`src/rtl/player_pkg.sv`:
```
// Shared pose encoding, screen constants and horizontal step helper for the player sprite.
// Latency: n/a (types/functions only). Backpressure: n/a.
package player_pkg;

  typedef enum logic [1:0] {
    IDLE   = 2'd0,
    WALK_L = 2'd1,
    WALK_R = 2'd2,
    AIR    = 2'd3
  } player_state_t;

  localparam int SCREEN_W = 800;
  localparam int SCREEN_H = 600;
  localparam int ANIM_DIV = 8;

  // One frame of horizontal motion, clamped to [0, x_max]; go_left/go_right are exclusive.
  function automatic logic [11:0] step_x(
    input logic [11:0] x,
    input logic        go_left,
    input logic        go_right,
    input logic [11:0] step,
    input logic [11:0] x_max
  );
    logic [12:0] sum;
    sum    = {1'b0, x} + {1'b0, step};
    step_x = x;
    if (go_right) begin
      step_x = (sum > {1'b0, x_max}) ? x_max : sum[11:0];
    end else if (go_left) begin
      step_x = (x < step) ? 12'd0 : (x - step);
    end
  endfunction

endpackage

```
`src/rtl/player_jump_phys.sv`:
```
// Vertical integrator: jump launch, gravity, ground/ceiling clamp, updated once per frame strobe.
// Latency: ypos valid the cycle after the strobe edge; airborne_nxt is the combinational post-strobe view.
// Backpressure: none; frame is a single-cycle strobe and never stalls.
module player_jump_phys #(
  parameter int GROUND_Y = 500,
  parameter int JUMP_V   = 16,
  parameter int GRAVITY  = 1
) (
  input  logic        clk,
  input  logic        rst,
  input  logic        frame,
  input  logic        start_jump,
  output logic [11:0] ypos,
  output logic        airborne,
  output logic        airborne_nxt
);

  localparam logic [11:0]        GROUND   = 12'(GROUND_Y);
  localparam logic signed [12:0] GROUND_S = 13'(GROUND_Y);
  localparam logic signed [7:0]  JV       = 8'(JUMP_V);
  localparam logic signed [7:0]  GV       = 8'(GRAVITY);

  logic signed [7:0]  vy, vy_nxt;
  logic [11:0]        ypos_nxt;
  logic signed [12:0] ny;

  assign airborne     = (ypos != GROUND) || (vy != 8'sd0);
  assign airborne_nxt = (ypos_nxt != GROUND) || (vy_nxt != 8'sd0);

  always_comb begin
    ypos_nxt = ypos;
    vy_nxt   = vy;
    ny       = {1'b0, ypos} + {{5{vy[7]}}, vy};
    if (frame) begin
      if (start_jump) begin
        // Launch strobe already counts as the first airborne frame, so gravity applies now.
        ypos_nxt = GROUND - 12'(JUMP_V);
        vy_nxt   = GV - JV;
      end else if (airborne) begin
        if (ny >= GROUND_S) begin
          ypos_nxt = GROUND;
          vy_nxt   = 8'sd0;
        end else if (ny[12]) begin
          ypos_nxt = 12'd0;
          vy_nxt   = 8'sd0;
        end else begin
          ypos_nxt = ny[11:0];
          vy_nxt   = vy + GV;
        end
      end
    end
  end

  always_ff @(posedge clk) begin
    if (rst) begin
      ypos <= GROUND;
      vy   <= 8'sd0;
    end else begin
      ypos <= ypos_nxt;
      vy   <= vy_nxt;
    end
  end

endmodule

```
`src/rtl/player_move_ctl.sv`:
```
// Per-frame player motion: walk/clamp, jump via player_jump_phys, pose FSM; PLAYER_ANIM_EN adds walk animation.
// Latency: outputs update on the clk edge where vsync is first seen high, then hold until the next strobe.
// Backpressure: none; keyboard flags are sampled only on the frame strobe.
module player_move_ctl #(
  parameter int X_START  = 384,
  parameter int GROUND_Y = 500,
  parameter int PLAYER_W = 32,
  parameter int STEP     = 4,
  parameter int JUMP_V   = 16,
  parameter int GRAVITY  = 1
) (
  input  logic        clk,
  input  logic        rst,
  input  logic        v_tick,
  input  logic        a_pressed,
  input  logic        d_pressed,
  input  logic        w_pressed,
  output logic [11:0] xpos,
  output logic [11:0] ypos,
  output logic [1:0]  state,
  output logic [1:0]  anim_frame
);
  import player_pkg::*;

  localparam logic [11:0] X_MAX = 12'(SCREEN_W - PLAYER_W);

  logic          v_tick_q;
  logic          frame;
  logic          go_left, go_right;
  logic          airborne, airborne_nxt, start_jump;
  logic [11:0]   xpos_q, xpos_nxt;
  player_state_t state_q, state_nxt;

  assign frame      = v_tick & ~v_tick_q;
  assign go_left    = a_pressed & ~d_pressed;
  assign go_right   = d_pressed & ~a_pressed;
  assign start_jump = frame & w_pressed & ~airborne;

  player_jump_phys #(
    .GROUND_Y(GROUND_Y),
    .JUMP_V  (JUMP_V),
    .GRAVITY (GRAVITY)
  ) u_phys (
    .clk         (clk),
    .rst         (rst),
    .frame       (frame),
    .start_jump  (start_jump),
    .ypos        (ypos),
    .airborne    (airborne),
    .airborne_nxt(airborne_nxt)
  );

  always_comb begin
    xpos_nxt  = xpos_q;
    state_nxt = state_q;
    if (frame) begin
      xpos_nxt = step_x(xpos_q, go_left, go_right, 12'(STEP), X_MAX);
      // Pose follows the post-update position, so a landing strobe picks the walk pose directly.
      if (airborne_nxt)  state_nxt = AIR;
      else if (go_left)  state_nxt = WALK_L;
      else if (go_right) state_nxt = WALK_R;
      else               state_nxt = IDLE;
    end
  end

  always_ff @(posedge clk) begin
    if (rst) begin
      v_tick_q <= 1'b0;
      xpos_q   <= 12'(X_START);
      state_q  <= IDLE;
    end else begin
      v_tick_q <= v_tick;
      xpos_q   <= xpos_nxt;
      state_q  <= state_nxt;
    end
  end

  assign xpos  = xpos_q;
  assign state = state_q;

`ifdef PLAYER_ANIM_EN
  localparam int DIV_W = $clog2(ANIM_DIV);

  logic [DIV_W-1:0] div_q;
  logic [1:0]       anim_q;

  always_ff @(posedge clk) begin
    if (rst) begin
      div_q  <= '0;
      anim_q <= 2'd0;
    end else if (frame) begin
      case (state_nxt)
        IDLE: begin
          div_q  <= '0;
          anim_q <= 2'd0;
        end
        WALK_L, WALK_R: begin
          div_q <= div_q + 1'b1;
          if (div_q == DIV_W'(ANIM_DIV - 1)) anim_q <= anim_q + 2'd1;
        end
        default: ;
      endcase
    end
  end

  assign anim_frame = anim_q;
`else
  assign anim_frame = 2'd0;
`endif

endmodule
```
`config.mk`:
```
export PLATFORM = sky130hd
export DESIGN_NAME = player_move_ctl
export DESIGN_NICKNAME = d
export VERILOG_FILES = /design/src/rtl/player_pkg.sv /design/src/rtl/player_jump_phys.sv /design/src/rtl/player_move_ctl.sv
export SDC_FILE = /design/constraint.sdc
export NUM_CORES = 1
export LEC_CHECK = 0
export BUFFER_PORTS_ARGS = -buffer_cell sky130_fd_sc_hd__buf_2
export CORE_AREA = 2 2 88 90
export CTS_CLUSTER_SIZE = 8
export DETAILED_ROUTE_END_ITERATION = 16
export DIE_AREA = 0 0 90 92
export PLACE_DENSITY = 0.69
export SYNTH_ARGS = -nofsm -noshare
export SYNTH_HDL_FRONTEND = slang
export SYNTH_SLANG_ARGS = --single-unit
```
`constraint.sdc`:
```
create_clock -name clk -period 2.8 [get_ports clk]
set_input_delay 0.14 -clock clk [delete_from_list [all_inputs] [get_ports clk]]
set_output_delay 0.14 -clock clk [all_outputs]
set_load 0.01 [all_outputs]
```
==> metrics.txt <==
# TYPE chip_impl_metric gauge
chip_impl_metric{name="hold_viol_final",unit=""} 0
chip_impl_metric{name="post-route-period-util",unit="%"} 101
chip_impl_metric{name="areaGrowthSynthToFinish",unit="%"} 25.9
chip_impl_metric{name="drive_above_1_share",unit="%"} 30.0
chip_impl_metric{name="slew_headroom",unit="%"} 59.0
chip_impl_metric{name="pin_count_of_the_biggest_net_entering_global_routing",unit=""} 32
chip_impl_metric{name="number_of_port_buffers",unit=""} 29
chip_impl_metric{name="n_antenna_cell",unit=""} 0
chip_impl_metric{name="p_total",unit="mW"} 1.86
chip_impl_metric{name="fp-row-count",unit=""} 32
chip_impl_metric{name="groute.usage.overall",unit="%"} 19.4
chip_impl_metric{name="syn-mean-instance-area",unit="sq um"} 7.94
chip_impl_metric{name="r2r_slack",unit="ns"} -0.03
chip_impl_metric{name="report.final.slew_viol_count",unit=""} 0
chip_impl_metric{name="global_route_wire_length_before_repair",unit="um"} 13000
chip_impl_info{name="run_status",value="finished, violations left"} 1
chip_impl_info{name="crit_path_start_kind",value="flop"} 1
chip_impl_metric{name="ant_nets",unit=""} 0
chip_impl_metric{name="synth-warning-count",unit=""} 0
chip_impl_metric{name="required",unit="ns"} 3.02
chip_impl_metric{name="tightest_slew",unit="ns"} 0.614
chip_impl_info{name="cts.root.buffer_cell",value="clkbuf_8"} 1
chip_impl_metric{name="cp.arrival",unit="ns"} 3.04
chip_impl_metric{name="top_fanout_value_on_the_critical_path",unit=""} 5
chip_impl_metric{name="postSynthRegisterBits",unit=""} 33
chip_impl_metric{name="cts_made_buffers",unit=""} 5
chip_impl_metric{name="die_height",unit="um"} 92
chip_impl_metric{name="route.final.wire_length",unit="um"} 8270
chip_impl_metric{name="synth_cell_type_count",unit=""} 67
chip_impl_info{name="tritoncts",value="built"} 1
chip_impl_metric{name="place.detailed.instances",unit=""} 518
chip_impl_metric{name="drc",unit=""} 0
chip_impl_metric{name="num-nets-final",unit=""} 455
chip_impl_metric{name="setup_ws_pre_cts",unit="ns"} -0.0940
chip_impl_info{name="worst_setup_path_class",value="flop to flop"} 1
chip_impl_metric{name="synth_seq_area_share",unit="%"} 23.1
chip_impl_metric{name="synth_edf_count",unit=""} 0
chip_impl_info{name="setup_repair_after_global_routing_missed_its_margin",value="yes"} 1
chip_impl_metric{name="timing.final.ws_setup",unit="ns"} -0.0259
chip_impl_metric{name="insertion_delay_of_the_later_clocked_pin_in_the_worst_skew_pair",unit="ns"} 0.29
chip_impl_info{name="crit_path_end_kind",value="flop"} 1
chip_impl_metric{name="cts_num_sinks",unit=""} 33
chip_impl_metric{name="worst-r2r-cell-count",unit=""} 13
chip_impl_info{name="min_delay_worst_type",value="primary input to flop"} 1
chip_impl_metric{name="first_iter_violations",unit=""} 170
chip_impl_metric{name="finalSetupTns",unit="ns"} -0.0259
chip_impl_metric{name="cts.reportedPaths.clkPinSlew",unit="ns"} 0.07
chip_impl_metric{name="die_w",unit="um"} 90
chip_impl_metric{name="synth_async_sr_flop_share",unit="%"} 0
chip_impl_metric{name="place_congestion",unit=""} 0.881
chip_impl_metric{name="cts_buffer_depth",unit=""} 2
chip_impl_metric{name="vias",unit=""} 2983
chip_impl_metric{name="fin_util",unit="%"} 48.4
chip_impl_metric{name="design.portCount",unit=""} 34
chip_impl_info{name="ys.flop_type",value="dfxtp_1"} 1
chip_impl_metric{name="power.density",unit="nW/um^2"} 517
chip_impl_metric{name="final_period_minus_worst_setup_slack",unit="ns"} 2.83
chip_impl_info{name="failed_checks",value="negative setup slack"} 1
chip_impl_metric{name="leakage",unit="nW"} 1.49
chip_impl_metric{name="setup_viol",unit=""} 1
chip_impl_metric{name="post_syn_instances",unit=""} 361
chip_impl_metric{name="skew",unit="ns"} 0.00232
chip_impl_metric{name="fp.dieArea",unit="sq um"} 8280
chip_impl_metric{name="worst_ir_drop_vdd",unit="uV"} 273
chip_impl_metric{name="drt_via_density",unit=""} 5.61
chip_impl_metric{name="detailedPlacementHpwl",unit="um"} 6180
chip_impl_metric{name="grt_pass1_vias",unit=""} 2773
chip_impl_metric{name="initial_standard_cell_utilization_of_the_core",unit="%"} 38.5
chip_impl_metric{name="first_pass_iters",unit=""} 4
chip_impl_metric{name="grt_overflow",unit=""} 0
chip_impl_metric{name="hold_path_depth",unit=""} 2
chip_impl_metric{name="fp.coreArea",unit="sq um"} 7450
chip_impl_metric{name="cts_htree_levels",unit=""} 2
chip_impl_metric{name="maxCapViolations",unit=""} 0
chip_impl_metric{name="final.fill_count",unit=""} 756
chip_impl_metric{name="timing.fmax",unit="GHz"} 0.354
chip_impl_metric{name="finish.cell_count_without_fillers",unit=""} 532
chip_impl_metric{name="antenna_found_initial",unit=""} 0
chip_impl_metric{name="detail_route.wl_per_cell",unit="um"} 15.5
chip_impl_metric{name="synth.cell_area",unit="sq um"} 2870
timing repair:
action                                  4_1_cts  5_1_grt
endpoints found under the hold margin         0        0
hold buffers                                  0        0
pin swaps                                     7        6
endpoints found under the setup margin        9       11
resized for setup                             3       19
buffers inserted                              4        2
layout make-up:
type | instances | area, sq um | share of cell area, %
Multi-Input combinational cell | 300 | 2160 | 60.0
Sequential cell | 33 | 664 | 18.4
Timing Repair Buffer | 79 | 528 | 14.6
Tap cell | 102 | 128 | 3.54
Clock buffer | 5 | 68.8 | 1.91
Inverter | 10 | 37.5 | 1.04
Clock inverter | 3 | 17.5 | 0.486
Yosys cell counts, types with 3 or more instances:
library cell	n	area [sq um]
dfxtp_1	33	661
nand2b_1	11	68.8
xor2_1	5	43.8
ha_1	19	238
and2_1	5	31.3
a21oi_1	31	155
nand4_1	4	25.0
nand3_1	14	70.1
nor3b_1	3	22.5
and3_1	11	68.8
a21o_1	5	37.5
buf_4	5	37.5
mux2_2	3	33.8
o221ai_1	7	61.3
clkbuf_1	12	45.0
mux2i_1	4	40.0
inv_1	10	37.5
xnor2_1	7	61.3
a311oi_1	3	26.3
buf_2	3	15.0
nor2_1	35	131
o21a_1	3	22.5
or3_1	8	50.1
nand2_1	26	97.6
o21ai_0	21	105
nor2b_1	3	18.8
nor3_1	9	45.0
nor4_1	4	25.0
a211oi_1	5	37.5
cells in the final DEF (no fill, tap or decap), drive strengths merged, types with 8 or more instances in the layout:
| master | count |
|---|---|
| buf | 79 |
| nor2 | 35 |
| dfxtp | 33 |
| a21oi | 32 |
| nand2 | 26 |
| o21ai | 23 |
| ha | 19 |
| nand3 | 14 |
| and3 | 13 |
| nand2b | 11 |
| inv | 10 |
| nor3 | 10 |
| or3 | 8 |
layer usage:
| layer | up-vias | share of wire (%) | GRT usage, % |
|---|---|---|---|
| met4 | 0 | 2.8 | 7.56 |
| met3 | 18 | 5.3 | 2.79 |
| met2 | 86 | 48 | 33.6 |
| li1 | 1472 | - | - |
| met1 | 1407 | 43 | 24.4 |
| met5 | - | 0 | 0 |
flip-flops by register name, indices dropped and copies added, names as in the netlist:
register     cells
u_phys.ypos     12
xpos            10
u_phys.vy        8
state            2
v_tick_q         1
per-stage QoR:
step / hold slack, ns / instance area, sq um
6_report: 0.0851 / 3610
5_1_grt: 0.121 / 3610
4_1_cts: 0.0864 / 3520
3_5_place_dp: 0.386 / 3390
3_3_place_gp: 0.382 / 3390
2_1_floorplan: 0.268 / 2890
worst paths after layout:
check                 startpoint             end
setup reg to reg  u_phys.ypos[0]    u_phys.vy[7]
hold reg to reg   u_phys.ypos[9]  u_phys.ypos[9]
hold / removal            v_tick        v_tick_q
setup / recovery  u_phys.ypos[0]    u_phys.vy[7]
cells by family after synthesis:
family | after synthesis | synth area share, %
compound gates | 109 | 28.0
xor+xnor | 12 | 3.67
fa+ha+maj | 20 | 9.00
buf+inv | 31 | 4.85
flops | 33 | 23.1
mux | 7 | 2.58
other cells | 1 | 0.131
simple gates | 148 | 28.7
where the power goes:
part	internal [mW]	switching, mW	total, mW
combinational	0.465	0.489	0.954
sequential	0.502	0.0420	0.544
clock	0.172	0.194	0.366
worst max-delay path, cell delays in order, from the launching register on:
cell and delay (ns):
dfxtp_2 0.34, ha_4 0.16, fa_2 0.37, a211oi_4 0.28, buf_6 0.15, o21ai_2 0.07, nand2_1 0.09, and4b_1 0.20
o211ai_2 0.08, buf_4 0.17, nor3_1 0.28, inv_1 0.10, or3_1 0.36, a21oi_1 0.12
(Power assumes the default switching activity.)
